==> src/rtl/bcd_to_bin_pkg.sv <==
// Shared constants for the iterative BCD-to-binary converter: default sizes,
// FSM state encoding and the nibble thresholds used by the shift-subtract loop.
package bcd_to_bin_pkg;

  localparam int NDIG_DEF  = 3;
  localparam int BIN_W_DEF = 10;
  localparam int ITER      = BIN_W_DEF;

  localparam logic [1:0] ST_IDLE = 2'd0;
  localparam logic [1:0] ST_CONV = 2'd1;
  localparam logic [1:0] ST_DONE = 2'd2;

  localparam logic [3:0] NIB_3 = 4'd3;
  localparam logic [3:0] NIB_8 = 4'd8;
  localparam logic [3:0] NIB_9 = 4'd9;

endpackage

==> src/rtl/bcd_to_bin_check8_minus3.sv <==
// Per-digit correction for the right-shifting BCD-to-binary loop: undoes the
// add-3 step of double-dabble by taking 3 off any nibble that reached 8.
module check8_minus3
  import bcd_to_bin_pkg::*;
(
  input  logic [3:0] nib,
  output logic [3:0] nib_adj
);

  assign nib_adj = (nib >= NIB_8) ? nib - NIB_3 : nib;

endmodule

==> src/rtl/bcd_to_bin.sv <==
// Iterative BCD-to-binary converter: one right shift plus per-digit -3
// correction per clock, BIN_W iterations per conversion.
module bcd_to_bin
  import bcd_to_bin_pkg::*;
#(
  parameter int NDIG  = NDIG_DEF,
  parameter int BIN_W = BIN_W_DEF
) (
  input  logic              sys_clk,
  input  logic              sys_rst_n,
  input  logic              start,
  input  logic [4*NDIG-1:0] bcd_in,
  output logic              busy,
  output logic              done,
  output logic [BIN_W-1:0]  bin_out,
  output logic              err
);

  localparam int BCD_W = 4 * NDIG;
  localparam int CNT_W = (BIN_W > 1) ? $clog2(BIN_W) : 1;
  localparam logic [CNT_W-1:0] LAST = CNT_W'(BIN_W - 1);

  logic [1:0]       state;
  logic [BCD_W-1:0] bcd_sh;
  logic [BIN_W-1:0] bin_sh;
  logic [CNT_W-1:0] cnt;

  logic [BCD_W-1:0] bcd_shift;
  logic [BCD_W-1:0] bcd_corr;
  logic [BIN_W-1:0] bin_shift;
  logic             bad_digit;

  // One iteration: the whole {bcd_sh, bin_sh} register moves right by one,
  // then each BCD nibble is corrected.
  assign bcd_shift = {1'b0, bcd_sh[BCD_W-1:1]};
  assign bin_shift = {bcd_sh[0], bin_sh[BIN_W-1:1]};

  for (genvar g = 0; g < NDIG; g++) begin : g_digit
    check8_minus3 u_fix (
      .nib     (bcd_shift[4*g +: 4]),
      .nib_adj (bcd_corr[4*g +: 4])
    );
  end

  always_comb begin
    bad_digit = 1'b0;
    for (int i = 0; i < NDIG; i++) begin
      if (bcd_in[4*i +: 4] > NIB_9) bad_digit = 1'b1;
    end
  end

  // NOTE: every register here is cleared by the synchronous reset, including
  // the working register, so an aborted conversion leaves no stale data.
  always_ff @(posedge sys_clk) begin
    if (!sys_rst_n) begin
      state   <= ST_IDLE;
      bcd_sh  <= '0;
      bin_sh  <= '0;
      cnt     <= '0;
      bin_out <= '0;
      err     <= 1'b0;
    end else begin
      case (state)
        ST_IDLE: begin
          if (start) begin
            if (bad_digit) begin
              state   <= ST_DONE;
              bin_out <= '0;
              err     <= 1'b1;
            end else begin
              state  <= ST_CONV;
              bcd_sh <= bcd_in;
              bin_sh <= '0;
              cnt    <= '0;
            end
          end
        end
        ST_CONV: begin
          bcd_sh <= bcd_corr;
          bin_sh <= bin_shift;
          cnt    <= cnt + CNT_W'(1);
          // The result is captured from this final iteration's shifted value.
          if (cnt == LAST) begin
            state   <= ST_DONE;
            bin_out <= bin_shift;
            err     <= 1'b0;
          end
        end
        ST_DONE: state <= ST_IDLE;
        default: state <= ST_IDLE;
      endcase
    end
  end

  assign busy = (state == ST_CONV);
  assign done = (state == ST_DONE);

endmodule

==> config.mk <==
export PLATFORM = sky130hd
export DESIGN_NAME = bcd_to_bin
export DESIGN_NICKNAME = d
export VERILOG_FILES = /design/src/rtl/bcd_to_bin_pkg.sv /design/src/rtl/bcd_to_bin_check8_minus3.sv /design/src/rtl/bcd_to_bin.sv
export SDC_FILE = /design/constraint.sdc
export NUM_CORES = 1
export LEC_CHECK = 0
export CORE_UTILIZATION = 50
export CTS_CLUSTER_DIAMETER = 50
export DETAILED_ROUTE_END_ITERATION = 12
export DONT_BUFFER_PORTS = 1
export PLACE_DENSITY = 0.76
export SLEW_MARGIN = 20
export SYNTH_ARGS = -nofsm -noshare
export SYNTH_HDL_FRONTEND = slang
export SYNTH_SLANG_ARGS = --single-unit
==> constraint.sdc <==
create_clock -name sys_clk -period 1.33 [get_ports sys_clk]
set_input_delay 0.133 -clock sys_clk [delete_from_list [all_inputs] [get_ports sys_clk]]
set_output_delay 0.133 -clock sys_clk [all_outputs]
set_load 0.01 [all_outputs]
==> flow_metrics.tcl <==
set metrics [dict create \
    layout_worst_path_cycle_share 1.119 \
    grt_pass1_vias 1434 \
    power_density_nw_per_um2 1180 \
    ir_drop_v 0.0006603 \
    crit_fanout 5 \
    fin_ws_ns -0.1586 \
    dp_cells 236 \
    viasPerCell 5.762 \
    cp-startpoint "state[1]$_SDFFE_PN0P_" \
    vias 1498 \
    violations "negative setup slack" \
    whs_ns 0.01424 \
    arrival_ns 1.75 \
    hold_viol 0 \
    fmax_mhz 671.8 \
    numCtsBuffers 5 \
    most-common-layout-cells "dfxtp_1 (32), nor2_1 (24), buf_4 (19), nand2_1 (18)" \
    drv_cap 0 \
    mostFrequentLayoutCell "dfxtp_1" \
    drive_above_1_share 0.3056 \
    overflow 0 \
    period_needed_ns 1.489 \
    clockBufferDepth 2 \
    r2r_setup_slack_ns -0.16 \
    min_from "bcd_in[1]" \
    start_util 0.5295 \
    reg2reg_from "state[1]$_SDFFE_PN0P_" \
    place_congestion 0.7954 \
    fp.dieArea_um2 3465 \
    grt_pass1_wl_um 6348 \
    grt_max_degree 27 \
    antennaDiodeCount 0 \
    tightest_slew_ns 0.4709 \
    die-height_um 58.86 \
    synthToLayoutAreaGrowth_pct 37.15 \
    drv_slew 0 \
    clock_latency_ns 0.35 \
    rsz0062_at_grt "yes" \
    hold_class "in -> reg" \
    r2r-end "bin_out[2]$_SDFFE_PN0P_" \
    io_buffer_count 0 \
    fin_cells 260 \
    dpl-instance-area_um2 1809 \
    antenna_found_initial 0 \
    h-tree-depth 2 \
    synthCells 178 \
    reg2reg_depth 4 \
    fillers 220 \
    synthTopCellsByArea "dfxtp_1 (47%), nor2_1 (6.0%), a22o_1 (5.4%)" \
    startpoint_type "flop" \
    place_hpwl_um 2543 \
    cts.sinks 38 \
    fin_nets 236 \
    synth.distinct_cells 34 \
    path_class "reg -> reg" \
    ant_nets 0 \
    seq_area_frac_synth 0.4706 \
    core_area_um2 3053 \
    fin_util 0.7262 \
    io_pins 28 \
    die_x_um 58.86 \
    hold_path_end "bcd_sh[1]$_SDFFE_PN0P_" \
    syn_area_um2 1617 \
    final_area_um2 2217 \
    p_total_mw 2.617 \
    rows 20 \
    min_path_cells 2 \
    drc 0 \
    wire_per_inst_um 16.68 \
    end_kind "flop" \
    clkTransAtPathRegs_ns 0.13 \
    grt_use_total 0.2464 \
    dr.pass1.iters 4 \
    finClkSkew_ns 0.008502 \
    power.leakage_nw 0.8489 \
    setup-violations-final 26 \
    ys_ff_latch 38 \
    wl_um 4336 \
    status "complete, but fails checks" \
    avgSynthCellArea_um2 9.082 \
    first_iter_violations 72 \
    max-slew-margin-rel 0.6840 \
    cts_tree "built" \
    yosysTopAreaCellShare 0.4706 \
    yosys.area.top_type "dfxtp_1" \
    yosys_warnings 0 \
    root_buffer "clkbuf_4" \
    synth_fp_nets 199 \
    crit_required_ns 1.59 \
]
cell usage after synthesis:
| cell | instances |
|---|---|
| nand2b_1 | 1 |
| nand2_1 | 20 |
| or3b_1 | 1 |
| o21a_1 | 1 |
| clkinv_1 | 1 |
| nor2_1 | 26 |
| o211ai_1 | 6 |
| a41o_1 | 1 |
| a21boi_0 | 1 |
| dfxtp_1 | 38 |
| and4b_2 | 1 |
| xnor2_1 | 4 |
| nor2_2 | 1 |
| ha_1 | 6 |
| a31oi_1 | 1 |
| nor2b_1 | 4 |
| a41oi_2 | 1 |
| o21ai_1 | 3 |
| inv_1 | 6 |
| a211o_1 | 2 |
| nor3b_1 | 1 |
| o21ai_0 | 2 |
| a22oi_1 | 10 |
| buf_1 | 1 |
| or3_1 | 1 |
| nand3b_1 | 1 |
| a311oi_1 | 7 |
| a21boi_1 | 1 |
| buf_2 | 6 |
| nor3_2 | 1 |
| a21oi_1 | 9 |
| a22o_1 | 10 |
| nand3_1 | 1 |
| clkbuf_1 | 2 |
metal layers:
layer / track usage / vias to the layer above / share of wire
met5: 0 / - / 0
met4: 0.07483 / 0 / 0.024
met3: 0.07473 / 13 / 0.054
met2: 0.4578 / 50 / 0.53
met1: 0.2655 / 721 / 0.39
li1: - / 714 / -
registers in the layout (all words and copies together), names as in the netlist:
signal / flops
state: 2
bin_out: 10
bin_sh: 9
cnt: 4
err: 1
bcd_sh: 12
per-stage QoR:
| step | TNS, ns | setup WS, ns |
|---|---|---|
| 6_report | -2.490 | -0.1586 |
| 5_1_grt | -3.752 | -0.1876 |
| 4_1_cts | -1.176 | -0.1166 |
| 3_3_place_gp | -0.4782 | -0.04973 |
| 3_5_place_dp | -1.995 | -0.1286 |
| 2_1_floorplan | -0.1505 | -0.03446 |
worst max-delay path by stage:
| stage | cells after the start | slack (ns) | endpoint |
|---|---|---|---|
| after floorplan | 4 | -0.03 | bcd_sh[3]$_SDFFE_PN0P_ |
| after global placement | 4 | -0.05 | bcd_sh[3]$_SDFFE_PN0P_ |
| after detailed placement | 7 | -0.13 | bcd_sh[7]$_SDFFE_PN0P_ |
| after CTS | 4 | -0.12 | bcd_sh[7]$_SDFFE_PN0P_ |
| after global routing | 4 | -0.19 | bin_out[2]$_SDFFE_PN0P_ |
| final | 4 | -0.16 | bin_out[2]$_SDFFE_PN0P_ |
worst max-delay path, cell delays in order, from the launching register on:
cell and delay, ns:
dfxtp_2 0.36, or3b_4 0.40, a31oi_4 0.27, nor2_2 0.12, a22o_1 0.24
power breakdown:
group	total, mW	internal [mW]	switching, mW
combinational	0.409	0.201	0.208
sequential	1.21	1.17	0.0347
clock	0.998	0.588	0.410
total	2.62	1.96	0.653
logic make-up (layout without fill, tap and decap cells):
kind of cell | Yosys count | after routing | synth area share
and+or+nand+nor | 59 | 60 | 0.1649
AOI/OAI and AO/OA | 55 | 55 | 0.2546
DFF | 38 | 38 | 0.4706
buffers and inverters | 16 | 53 | 0.04179
adders and majority gates | 6 | 6 | 0.04644
xor gates and xnor gates | 4 | 4 | 0.02167
area by class of cell:
class,count,area (um^2),area share
inverters,7,31.28,0.01411
repair buffers,38,369.1,0.1665
flip-flops and latches,38,768.2,0.3465
clock buffers,5,37.54,0.01693
clock inverters,3,68.82,0.03104
multi-input cells,125,887.1,0.4001
well taps,44,55.05,0.02483
repair_timing:
| action | CTS | global route |
|---|---|---|
| hold buffers | 7 | 0 |
| gates cloned | 0 | 3 |
| resized for setup | 12 | 32 |
| pin swaps | 3 | 13 |
| setup endpoints to repair | 26 | 39 |
| hold endpoints to repair | 7 | 0 |
| buffers inserted | 3 | 4 |
No activity file was read; power rests on OpenSTA's default activity.
